**src/rtl/audio_pkg.sv**
```systemverilog
`default_nettype none
// +----------------------------------------------------------------------------+
// | Module   : audio_pkg                                                       |
// | Purpose  : Shared constants, mixer state encoding and the saturation       |
// |            helper used by the voice mixer.                                 |
// | Contents : DEF_SAMPLE_W, DEF_TICK_DIV, mix_state_e, sat_res_t,             |
// |            sat_to_sample()                                                 |
// | Revision : 1.0  initial release                                            |
// +----------------------------------------------------------------------------+
package audio_pkg;

   // Default sample width and clock cycles per audio sample (50 MHz / 44.1 kHz).
   localparam int DEF_SAMPLE_W = 16;
   localparam int DEF_TICK_DIV = 1134;

   typedef enum logic [1:0] {
      IDLE  = 2'd0,
      ACCUM = 2'd1,
      VOL   = 2'd2,
      SAT   = 2'd3
   } mix_state_e;

   // value holds the clamped result sign-extended to 32 bits.
   typedef struct packed {
      logic        clipped;
      logic [31:0] value;
   } sat_res_t;

   // Clamp a signed accumulator to the range of a sw-bit two's-complement sample.
   function automatic sat_res_t sat_to_sample(input logic signed [31:0] acc, input int sw);
      logic signed [31:0] max_v;
      logic signed [31:0] min_v;
      sat_res_t           r;
      max_v = (32'sd1 <<< (sw - 1)) - 32'sd1;
      min_v = -(32'sd1 <<< (sw - 1));
      r.clipped = 1'b1;
      if (acc > max_v) begin
         r.value = max_v;
      end else if (acc < min_v) begin
         r.value = min_v;
      end else begin
         r.value   = acc;
         r.clipped = 1'b0;
      end
      return r;
   endfunction

endpackage
`default_nettype wire

```
**src/rtl/voice_mixer_if.sv**
```systemverilog
`default_nettype none
// +----------------------------------------------------------------------------+
// | Module   : voice_mixer_if                                                  |
// | Purpose  : Mixed-sample handshake bus from the mixer to the DAC side.      |
// | Ports    : mix_sample  mixed sample (master -> slave)                      |
// |            mix_valid   sample available (master -> slave)                  |
// |            mix_ready   consumer accepts (slave -> master)                  |
// |            mix_clip    saturation pulse (master -> slave)                  |
// |            mix_overrun overwrite pulse (master -> slave)                   |
// | Revision : 1.0  initial release                                            |
// +----------------------------------------------------------------------------+
interface voice_mixer_if
   import audio_pkg::*;
#(
   parameter int SAMPLE_W = DEF_SAMPLE_W
);
   logic [SAMPLE_W-1:0] mix_sample;
   logic                mix_valid;
   logic                mix_ready;
   logic                mix_clip;
   logic                mix_overrun;

   modport master (
      output mix_sample,
      output mix_valid,
      output mix_clip,
      output mix_overrun,
      input  mix_ready
   );

   modport slave (
      input  mix_sample,
      input  mix_valid,
      input  mix_clip,
      input  mix_overrun,
      output mix_ready
   );
endinterface
`default_nettype wire

```
**src/rtl/mix_tick_gen.sv**
```systemverilog
`default_nettype none
// +----------------------------------------------------------------------------+
// | Module   : mix_tick_gen                                                    |
// | Purpose  : Free-running 0..TICK_DIV-1 counter; strobes sample_tick in the  |
// |            cycle the count reaches TICK_DIV-1.                             |
// | Ports    : clock        system clock                                       |
// |            reset        synchronous, active-low                            |
// |            sample_tick  1-cycle strobe every TICK_DIV cycles               |
// | Revision : 1.0  initial release                                            |
// +----------------------------------------------------------------------------+
module mix_tick_gen #(
   parameter int TICK_DIV = 1134
) (
   input  logic clock,
   input  logic reset,
   output logic sample_tick
);
   localparam int CNT_W = $clog2(TICK_DIV);
   localparam logic [CNT_W-1:0] C_LAST = CNT_W'(TICK_DIV - 1);

   logic [CNT_W-1:0] cnt_q;
   logic [CNT_W-1:0] cnt_d;

   always_comb begin
      cnt_d = cnt_q + CNT_W'(1);
      if (cnt_q == C_LAST) begin
         cnt_d = '0;
      end
   end

   always_ff @(posedge clock) begin
      if (!reset) begin
         cnt_q <= '0;
      end else begin
         cnt_q <= cnt_d;
      end
   end

   assign sample_tick = (cnt_q == C_LAST);
endmodule
`default_nettype wire

```
**src/rtl/voice_mixer.sv**
```systemverilog
`default_nettype none
// +----------------------------------------------------------------------------+
// | Module   : voice_mixer                                                     |
// | Purpose  : Sums the ROM samples of all playing voices once per audio       |
// |            sample period, saturates the sum and presents it on a           |
// |            valid/ready bus. Also generates the player advance strobe.      |
// | Ports    : clock, reset      system clock, sync active-low reset           |
// |            voice_sample      packed per-voice sample words                 |
// |            voice_playing     per-voice enable                              |
// |            master_volume     8-bit gain (only with MIXER_VOLUME_EN)        |
// |            sample_tick       per-sample strobe                             |
// |            mix_if            master side of the mixed-sample bus           |
// | Config   : MIXER_VOLUME_EN adds master_volume and a scaling state.         |
// | Revision : 1.0  initial release                                            |
// +----------------------------------------------------------------------------+
module voice_mixer
   import audio_pkg::*;
#(
   parameter int NUM_VOICES = 4,
   parameter int SAMPLE_W   = DEF_SAMPLE_W,
   parameter int TICK_DIV   = DEF_TICK_DIV
) (
   input  logic                           clock,
   input  logic                           reset,
   input  logic [NUM_VOICES*SAMPLE_W-1:0] voice_sample,
   input  logic [NUM_VOICES-1:0]          voice_playing,
`ifdef MIXER_VOLUME_EN
   input  logic [7:0]                     master_volume,
`endif
   output logic                           sample_tick,
   voice_mixer_if.master                  mix_if
);
   localparam int IDX_W = $clog2(NUM_VOICES);
   localparam int ACC_W = SAMPLE_W + IDX_W;

   localparam logic [1:0] ST_IDLE  = IDLE;
   localparam logic [1:0] ST_ACCUM = ACCUM;
`ifdef MIXER_VOLUME_EN
   localparam logic [1:0] ST_VOL   = VOL;
`endif
   localparam logic [1:0] ST_SAT   = SAT;

   localparam logic [IDX_W-1:0] C_LAST_IDX = IDX_W'(NUM_VOICES - 1);

   logic [1:0]              state_q, state_d;
   logic [IDX_W-1:0]        idx_q, idx_d;
   logic signed [ACC_W-1:0] acc_q, acc_d;
   logic [SAMPLE_W-1:0]     sample_q, sample_d;
   logic                    valid_q, valid_d;
   logic                    clip_q, clip_d;
   logic                    over_q, over_d;

   logic signed [SAMPLE_W-1:0] voice_w [NUM_VOICES];
   logic signed [ACC_W-1:0]    term_w;
   logic                       load_w;
   logic                       xfer_w;
   sat_res_t                   sat_w;

   mix_tick_gen #(
      .TICK_DIV (TICK_DIV)
   ) u_tick (
      .clock       (clock),
      .reset       (reset),
      .sample_tick (sample_tick)
   );

   genvar gi;
   generate
      for (gi = 0; gi < NUM_VOICES; gi++) begin : g_voice
         assign voice_w[gi] = voice_sample[gi*SAMPLE_W +: SAMPLE_W];
      end
   endgenerate

   // Voice idx_q is read in its own ACCUM cycle; silent voices add zero.
   always_comb begin
      term_w = '0;
      if (voice_playing[idx_q]) begin
         term_w = ACC_W'(voice_w[idx_q]);
      end
   end

`ifdef MIXER_VOLUME_EN
   // Gain is (volume+1)/256 so 255 is unity; product is wide enough for 256x.
   logic signed [9:0]       gain_w;
   logic signed [ACC_W+9:0] prod_w;
   assign gain_w = $signed({1'b0, 9'(master_volume) + 9'd1});
   assign prod_w = acc_q * gain_w;
`endif

   assign sat_w = sat_to_sample(32'(acc_q), SAMPLE_W);

   always_comb begin
      state_d = state_q;
      idx_d   = idx_q;
      acc_d   = acc_q;
      load_w  = 1'b0;
      case (state_q)
         ST_IDLE: begin
            if (sample_tick) begin
               state_d = ST_ACCUM;
               idx_d   = '0;
            end
         end
         ST_ACCUM: begin
            acc_d = (idx_q == '0) ? term_w : acc_q + term_w;
            if (idx_q == C_LAST_IDX) begin
`ifdef MIXER_VOLUME_EN
               state_d = ST_VOL;
`else
               state_d = ST_SAT;
`endif
            end else begin
               idx_d = idx_q + IDX_W'(1);
            end
         end
`ifdef MIXER_VOLUME_EN
         ST_VOL: begin
            acc_d   = ACC_W'(prod_w >>> 8);
            state_d = ST_SAT;
         end
`endif
         ST_SAT: begin
            load_w  = 1'b1;
            state_d = ST_IDLE;
         end
         default: begin
            state_d = ST_IDLE;
         end
      endcase
   end

   // A load coinciding with a transfer hands over the old value and keeps
   // valid high with the new one, so it is not counted as an overrun.
   always_comb begin
      xfer_w   = valid_q & mix_if.mix_ready;
      sample_d = sample_q;
      valid_d  = valid_q;
      clip_d   = 1'b0;
      over_d   = 1'b0;
      if (load_w) begin
         sample_d = SAMPLE_W'(sat_w.value);
         valid_d  = 1'b1;
         clip_d   = sat_w.clipped;
         over_d   = valid_q & ~xfer_w;
      end else if (xfer_w) begin
         valid_d = 1'b0;
      end
   end

   always_ff @(posedge clock) begin
      if (!reset) begin
         state_q  <= ST_IDLE;
         idx_q    <= '0;
         acc_q    <= '0;
         sample_q <= '0;
         valid_q  <= 1'b0;
         clip_q   <= 1'b0;
         over_q   <= 1'b0;
      end else begin
         state_q  <= state_d;
         idx_q    <= idx_d;
         acc_q    <= acc_d;
         sample_q <= sample_d;
         valid_q  <= valid_d;
         clip_q   <= clip_d;
         over_q   <= over_d;
      end
   end

   assign mix_if.mix_sample  = sample_q;
   assign mix_if.mix_valid   = valid_q;
   assign mix_if.mix_clip    = clip_q;
   assign mix_if.mix_overrun = over_q;
endmodule
`default_nettype wire

```
**src/flat_wrapper.sv**
```systemverilog
// flat-port wrapper written by rule: the top's interface ports become plain ports
module voice_mixer_flat import audio_pkg::*;
#(
   parameter int NUM_VOICES = 4,
   parameter int SAMPLE_W   = DEF_SAMPLE_W,
   parameter int TICK_DIV   = DEF_TICK_DIV
)
  (clock, reset, voice_sample, voice_playing, sample_tick, mix_if_mix_sample, mix_if_mix_valid, mix_if_mix_clip, mix_if_mix_overrun, mix_if_mix_ready);
  voice_mixer_if #(.SAMPLE_W(SAMPLE_W)) mix_if_i ();
  input  logic clock;
  input  logic reset;
  input  logic [NUM_VOICES*SAMPLE_W-1:0] voice_sample;
  input  logic [NUM_VOICES-1:0] voice_playing;
  output logic sample_tick;
  output wire logic [$bits(mix_if_i.mix_sample)-1:0] mix_if_mix_sample;
  output wire logic [$bits(mix_if_i.mix_valid)-1:0] mix_if_mix_valid;
  output wire logic [$bits(mix_if_i.mix_clip)-1:0] mix_if_mix_clip;
  output wire logic [$bits(mix_if_i.mix_overrun)-1:0] mix_if_mix_overrun;
  input wire logic [$bits(mix_if_i.mix_ready)-1:0] mix_if_mix_ready;
  assign mix_if_mix_sample = mix_if_i.mix_sample;
  assign mix_if_mix_valid = mix_if_i.mix_valid;
  assign mix_if_mix_clip = mix_if_i.mix_clip;
  assign mix_if_mix_overrun = mix_if_i.mix_overrun;
  assign mix_if_i.mix_ready = mix_if_mix_ready;
  voice_mixer #(.NUM_VOICES(NUM_VOICES), .SAMPLE_W(SAMPLE_W), .TICK_DIV(TICK_DIV)) u_core (.clock(clock), .reset(reset), .voice_sample(voice_sample), .voice_playing(voice_playing), .sample_tick(sample_tick), .mix_if(mix_if_i));
endmodule
```
**config.mk**
```make
export PLATFORM = sky130hd
export DESIGN_NAME = voice_mixer_flat
export DESIGN_NICKNAME = d
export VERILOG_FILES = /design/src/rtl/audio_pkg.sv /design/src/rtl/voice_mixer_if.sv /design/src/rtl/mix_tick_gen.sv /design/src/rtl/voice_mixer.sv /design/src/flat_wrapper.sv
export SDC_FILE = /design/constraint.sdc
export NUM_CORES = 1
export LEC_CHECK = 0
export ABC_CLOCK_PERIOD_IN_PS = 3500
export BUFFER_PORTS_ARGS = -buffer_cell sky130_fd_sc_hd__buf_2
export CORE_UTILIZATION = 30
export DETAILED_ROUTE_END_ITERATION = 8
export PLACE_DENSITY = 0.58
export SYNTH_ARGS = -nofsm -noshare
export SYNTH_HDL_FRONTEND = slang
export SYNTH_SLANG_ARGS = --single-unit
```
**constraint.sdc**
```tcl
create_clock -name clock -period 3.5 [get_ports clock]
set_input_delay 0.175 -clock clock [delete_from_list [all_inputs] [get_ports clock]]
set_output_delay 0.175 -clock clock [all_outputs]
set_load 0.005 [all_outputs]
```
==> results of run 1 <==
-- kinds of logic (layout without fill, tap and decap cells) --
logic type | Yosys count | in the layout | synth area share (%)
AOI/OAI and AO/OA | 119 | 119 | 20.9
buffers and inverters | 30 | 115 | 3.58
adders and majority gates | 22 | 22 | 8.18
xor gates and xnor gates | 21 | 21 | 5.32
DFF | 52 | 52 | 30.1
muxes | 22 | 22 | 12.9
and+or+nand+nor | 139 | 139 | 19.0
-- report_power, final --
group / internal (mW) / total, mW / leakage (nW) / switching (mW)
registers: 0.594 / 0.597 / 0.420 / 0.00321
clock network: 0.287 / 0.516 / 0.0772 / 0.230
logic: 0.0654 / 0.123 / 1.28 / 0.0573
total: 0.946 / 1.24 / 1.77 / 0.290
-- routing by layer --
metal | track usage (%) | vias up | share of wire, %
li1 | - | 1637 | -
met1 | 22.3 | 1454 | 51
met2 | 23.4 | 109 | 42
met3 | 2.37 | 6 | 6.4
met4 | 3.43 | 0 | 0.96
met5 | 0 | - | 0
-- metrics by stage --
| stage | power, mW | setup slack, ns | hold slack (ns) | instance area, µm² | instances |
|---|---|---|---|---|---|
| floorplan | 0.679 | 0.0594 | 0.294 | 3460 | 405 |
| global placement | 0.732 | 0.116 | 0.439 | 4080 | 622 |
| detailed placement | 0.735 | 0.0714 | 0.442 | 4080 | 622 |
| CTS | 1.25 | 0.0409 | 0.165 | 4230 | 630 |
| global route | 1.28 | 0.0216 | 0.192 | 4240 | 630 |
| finish | 1.24 | 0.239 | 0.171 | 4240 | 630 |
-- synth_stat cells, types with 7 or more instances --
cell,instances
a21o_1,9
a21oi_1,42
clkbuf_1,18
dfxtp_1,52
ha_1,21
mux4_2,10
nand2_1,40
nand3_1,8
nor2_1,44
nor2b_1,18
nor3_1,7
o21ai_0,28
xnor2_1,8
xor2_1,13
-- worst min path at each step --
stage,end,depth (start not counted)
floorplan,u_core.acc_q[12]$_SDFFE_PN0P_,2
global placement,u_core.mix_if.mix_sample[9]$_SDFFE_PN0P_,2
detailed placement,u_core.mix_if.mix_sample[10]$_SDFFE_PN0P_,2
global route,u_core.mix_if.mix_overrun$_SDFF_PN0_,3
CTS,u_core.mix_if.mix_overrun$_SDFF_PN0_,3
finish,u_core.mix_if.mix_overrun$_SDFF_PN0_,3
-- layout make-up --
cell class / count / share of cell area, %
multi-input cells: 323 / 54.4
inverters: 7 / 0.619
clock buffers: 6 / 3.27
flip-flops and latches: 52 / 24.6
clock inverters: 2 / 0.324
repair buffers: 100 / 12.7
well taps: 140 / 4.13
-- worst max-delay path: stages, from the launching register on --
cell and delay, ns:
dfxtp_2 0.39, buf_12 0.17, mux4_2 0.50, nor2b_1 0.18, fa_1 0.44, a21o_1 0.21
a21oi_2 0.19, o21ai_2 0.12, a32o_1 0.28, o21ai_1 0.13, mux2_1 0.34, a211oi_1 0.24
-- flip-flops by register name, summed over array words and instances (netlist names) --
register	flops
u_core.mix_if.mix_sample	16
u_core.state_q	2
u_core.mix_if.mix_clip	1
u_core.mix_if.mix_valid	1
u_core.acc_q	18
u_core.u_tick.cnt_q	11
u_core.idx_q	2
u_core.mix_if.mix_overrun	1
==> run summary, run 1 <==
Post-CTS Hold Fix Bufs -> 0
Syn_area_per_cell -> 8.54 µm²
Worst EP required -> 3.71 ns
Post-synth EDFFs -> 0
Crit path launch -> u_core.idx_q[0]$_SDFFE_PN0P_
Root buf cell -> clkbuf_16
Dpl hpwl -> 6820 µm
Global placement routability congestion -> 0.839
Asr flop ratio synth -> 0%
Num rows -> 38
Via-per-instance ratio -> 5.09
Clk sinks -> 52
Multi-input logic area -> 2310 µm²
Most frequent cells in the layout -> buf_2, dfxtp_1, nor2_1
Die Width -> 109 µm
R2R depth -> 11
Minimum clock period -> 3.26 ns
Detail Route Antenna Nets -> 0
Post-synthesis cell type count -> 53
Vias -> 3,206
Area of the core -> 11,000 µm²
Max-slew violation count -> 0
Total grt overflow -> 0
Maximum number of pins on one net before global-route repair -> 28
Critical path class -> reg -> reg
Drt first-iter violations -> 117
Die Area -> 12,000 µm²
Die span in y -> 109 µm
DRC -> 0
Top area cells in the synthesized netlist -> dfxtp_1, ha_1, mux4_2
Post-detailed-routing wire length -> 8680 µm
PostCTS Resize Cnt -> 0
Crit path to -> u_core.acc_q[14]$_SDFFE_PN0P_
CTS tree -> yes
Fin util -> 38.5%
Max-Cap Viols -> 0
Clk buf depth -> 2
CP Max Fanout -> 15
Power Density -> 291 nW/µm²
Number of synthesized register bits -> 52
Worst Setup End Kind -> register
Ant. Diodes -> 0
Synthesized area -> 3460 µm²
Status -> complete, no violations
Synth warn -> 0
Layout cell share with drive strength beyond 1 -> 26.1%
Final setup TNS -> 0 ns
Setup repair bufs after CTS -> 0
Register area share after synthesis -> 30.1%
Syn Inst Count -> 405
Top FF cell, synth -> dfxtp_1
Nets -> 582
H-tree depth -> 2
Area growth from synthesis to layout -> 22.7%
VDD IR max -> 161 µV
Global-route wire length before repair -> 14,300 µm
Post-synth top area cell -> dfxtp_1
LEAKAGE -> 1.77 nW
Actual slew at the worst max-slew pin -> 0.983 ns
Synth top area share -> 30.1%
Rel. slew slack -> 34.5%
Vias in the first global route -> 3,043
Signal arrival time at the worst endpoint -> 3.47 ns
Syn_nets -> 498
CTS buffer count -> 5
Clock Latency Late Sink -> 0.29 ns
Critical R2R Capture -> u_core.acc_q[14]$_SDFFE_PN0P_
R2R Setup Slk -> 0.24 ns
IO Pins -> 91
Antenna violations before repair -> 0
Commonest non-fill, non-tap cell in the layout -> buf_2
Hold WC Path Type -> in -> reg
Tcrit/Tclk final -> 93.2%
Skew final -> 0.00648 ns
Layout fillers -> 1,163
Reg clk slew, reported paths -> 0.07 ns
Worst hold start -> mix_if_mix_ready
Unrepaired setup endpoints after global routing -> no
Reg-to-Reg Start -> u_core.idx_q[0]$_SDFFE_PN0P_
Sequential standard cell area -> 1040 µm²
All-Layer GR Usage -> 15.2%
Final number of hold-violating endpoints -> 0
WL/cell -> 13.8 µm
Starting Density -> 31.3%
Pre-antenna DRT Iters -> 4
Final Setup Violations -> 0
Startpoint Class -> register
Max Clock Freq -> 307 MHz
Number of port buffers -> 90
Power figures use the tool's default switching activity.
==> inputs of run 2 (changes only) <==
--- a/config.mk
+++ b/config.mk
@@ -12,4 +12,5 @@
 export PLACE_DENSITY = 0.58
 export SYNTH_ARGS = -nofsm -noshare
 export SYNTH_HDL_FRONTEND = slang
+export SYNTH_HIERARCHICAL = 1
 export SYNTH_SLANG_ARGS = --single-unit
==> run summary, run 2 <==
IO Pins -> 91
Reg clk slew, reported paths -> 0.07 ns
Area of the core -> 11,400 µm²
Family with the most delay on the worst path -> compound AO/OA/AOI/OAI gates
Starting Density -> 30.7%
DRC -> 0
Most frequent CP cell -> a31oi_1
Largest register FFs -> 18
Pre-antenna DRT Iters -> 4
Dpl cell area -> 4060 µm²
Startpoint Class -> register
Unrepaired setup endpoints after global routing -> no
Clock Latency Late Sink -> 0.29 ns
LEAKAGE -> 1.75 nW
Post-synth top area cell -> dfxtp_1
Post-route cell area -> 4230 µm²
Max-Cap Viols -> 0
Setup ws final -> 0.235 ns
Final number of hold-violating endpoints -> 0
Most numerous cell in the Yosys netlist -> dfxtp_1
Antenna violations before repair -> 0
Clk sinks -> 52
Post-synthesis cell type count -> 56
Tcrit/Tclk final -> 93.3%
Commonest non-fill, non-tap cell in the layout -> buf_2
WL/cell -> 14.0 µm
Critical path class -> reg -> reg
Syn Inst Count -> 396
Synthesized area -> 3510 µm²
Total power -> 1.28 mW
Via-per-instance ratio -> 5.23
Root buf cell -> clkbuf_16
Power Density -> 302 nW/µm²
Clk buf depth -> 2
Total grt overflow -> 0
Syn_area_per_cell -> 8.85 µm²
CTS buffer count -> 5
Syn_nets -> 489
Top area cells in the synthesized netlist -> dfxtp_1, mux4_2, ha_1
Worst EP required -> 3.63 ns
Detail Route Antenna Nets -> 0
Minimum clock period -> 3.26 ns
Maximum number of pins on one net before global-route repair -> 32
Final setup TNS -> 0 ns
Asr flop ratio synth -> 0%
Layout cell share with drive strength beyond 1 -> 28.4%
Vias -> 3,235
Signal arrival time at the worst endpoint -> 3.39 ns
Synth warn -> 6
Buf/Inv on CP -> 1
Post-synth EDFFs -> 0
Global placement routability congestion -> 0.858
Synth cell count leaders -> dfxtp_1, nand2_1, a21oi_1, nor2_1, ha_1
Max incr delay on CP -> 0.50 ns
Register area share after synthesis -> 29.7%
VDD IR max -> 211 µV
Number of port buffers -> 90
Vias in the first global route -> 2,917
Ant. Diodes -> 0
H-tree depth -> 2
Synth top area share -> 29.7%
Max-slew violation count -> 0
Most frequent cells in the layout -> buf_2, dfxtp_1, nand2_1
Die Area -> 12,100 µm²
Global-route wire length before repair -> 14,200 µm
Final Setup Violations -> 0
CP Max Fanout -> 6
Max Clock Freq -> 306 MHz
Worst path slowest cell -> mux4_2
Num rows -> 39
Largest Register -> u_core/acc_q
CTS tree -> yes
Top FF cell, synth -> dfxtp_1
Hold WC Path Type -> in -> reg
Die span in y -> 110 µm
Dpl hpwl -> 6780 µm
Post-detailed-routing wire length -> 8670 µm
Setup repair bufs after CTS -> 0
Number of synthesized register bits -> 52
Nets -> 568
CP cell instances -> buf_4 -> mux4_2 -> nor2b_1 -> ha_1 -> fa_1 -> a211oi_1 -> o21ai_1 -> nand2_1 -> o31ai_2 -> a31oi_1 -> mux2i_1 -> a31oi_1
Rel. slew slack -> 32.7%
Skew final -> 0.00749 ns
All-Layer GR Usage -> 14.8%
Actual slew at the worst max-slew pin -> 1.01 ns
Die Width -> 110 µm
Worst Setup End Kind -> register
Status -> complete, no violations
Area growth from synthesis to layout -> 20.7%
Drt first-iter violations -> 146
Placement Setup Slack -> 0.180 ns
[run 2: changes by cell type after synthesis, moves of 4 or more]
cell | previous run | this run
and3_1 | 6 | 1
mux2i_1 | 3 | 7
mux4_1 | 6 | 0
mux4_2 | 10 | 17
nor2_1 | 44 | 30
o211ai_1 | 2 | 19
o21ai_0 | 28 | 8
xnor2_1 | 8 | 4
[run 2: worst min-delay path: stages]
cell and delay (ns):
buf_2 0.08, nand2b_1 0.12, nor2_1 0.05
[run 2: metrics by stage]
stage                     hold slack, ns  utilization, %  std cells
after global routing               0.201            37.0        619
after detailed placement           0.443            35.5        611
after floorplan                    0.316               -        396
final                              0.180            37.0        619
after global placement             0.437            35.5        611
after CTS                          0.174            37.0        619
[run 2: layout make-up]
class                   count  area (µm²)
flip-flops and latches     52        1040
clock buffers               5         125
clock inverters             3        42.5
multi-input cells         314        2320
repair buffers             97         503
well taps                 143         179
inverters                   5        18.8
fillers                  1225        7190
[run 2: layer usage]
metal	vias up	part of all wire, %	track usage (%)
met5	-	0	0
li1	1640	-	-
met3	4	6.9	2.00
met2	97	43	23.1
met4	0	0.90	3.95
met1	1494	49	21.4
[run 2: cell families after synthesis]
| logic type | synth area share, % |
|---|---|
| AND/OR/NAND/NOR | 18.3 |
| AO/OA/AOI/OAI | 22.7 |
| flip-flops | 29.7 |
| buffers and inverters | 4.21 |
| multiplexers | 13.6 |
| adder cells (fa/ha/maj) | 8.07 |
| XOR/XNOR | 3.50 |
[run 2: worst paths after layout]
kind	from	endpoint	slack (ns)	cells past startpoint
worst max register to register	u_core/idx_q[0]$_SDFFE_PN0P_	u_core/acc_q[14]$_SDFFE_PN0P_	0.24	12
worst min-delay path	mix_if_mix_ready	u_core/mix_if.mix_overrun$_SDFF_PN0_	0.18	3
worst max-delay path	u_core/idx_q[0]$_SDFFE_PN0P_	u_core/acc_q[14]$_SDFFE_PN0P_	0.24	12
worst min register to register	u_core/mix_if.mix_sample[2]$_SDFFE_PN0P_	u_core/mix_if.mix_sample[2]$_SDFFE_PN0P_	0.45	2
[run 2: repair_timing]
item | 4_1_cts | 5_1_grt
setup endpoints to repair | 0 | 5
hold buffers | 0 | 0
resized for setup | 0 | 1
[run 2: report_power, final]
group          switching, mW  total [mW]  internal (mW)  leakage, nW
logic                 0.0569       0.123         0.0656         1.25
registers            0.00353       0.598          0.594        0.419
clock network          0.222       0.558          0.336       0.0798
total                  0.282        1.28          0.996         1.75
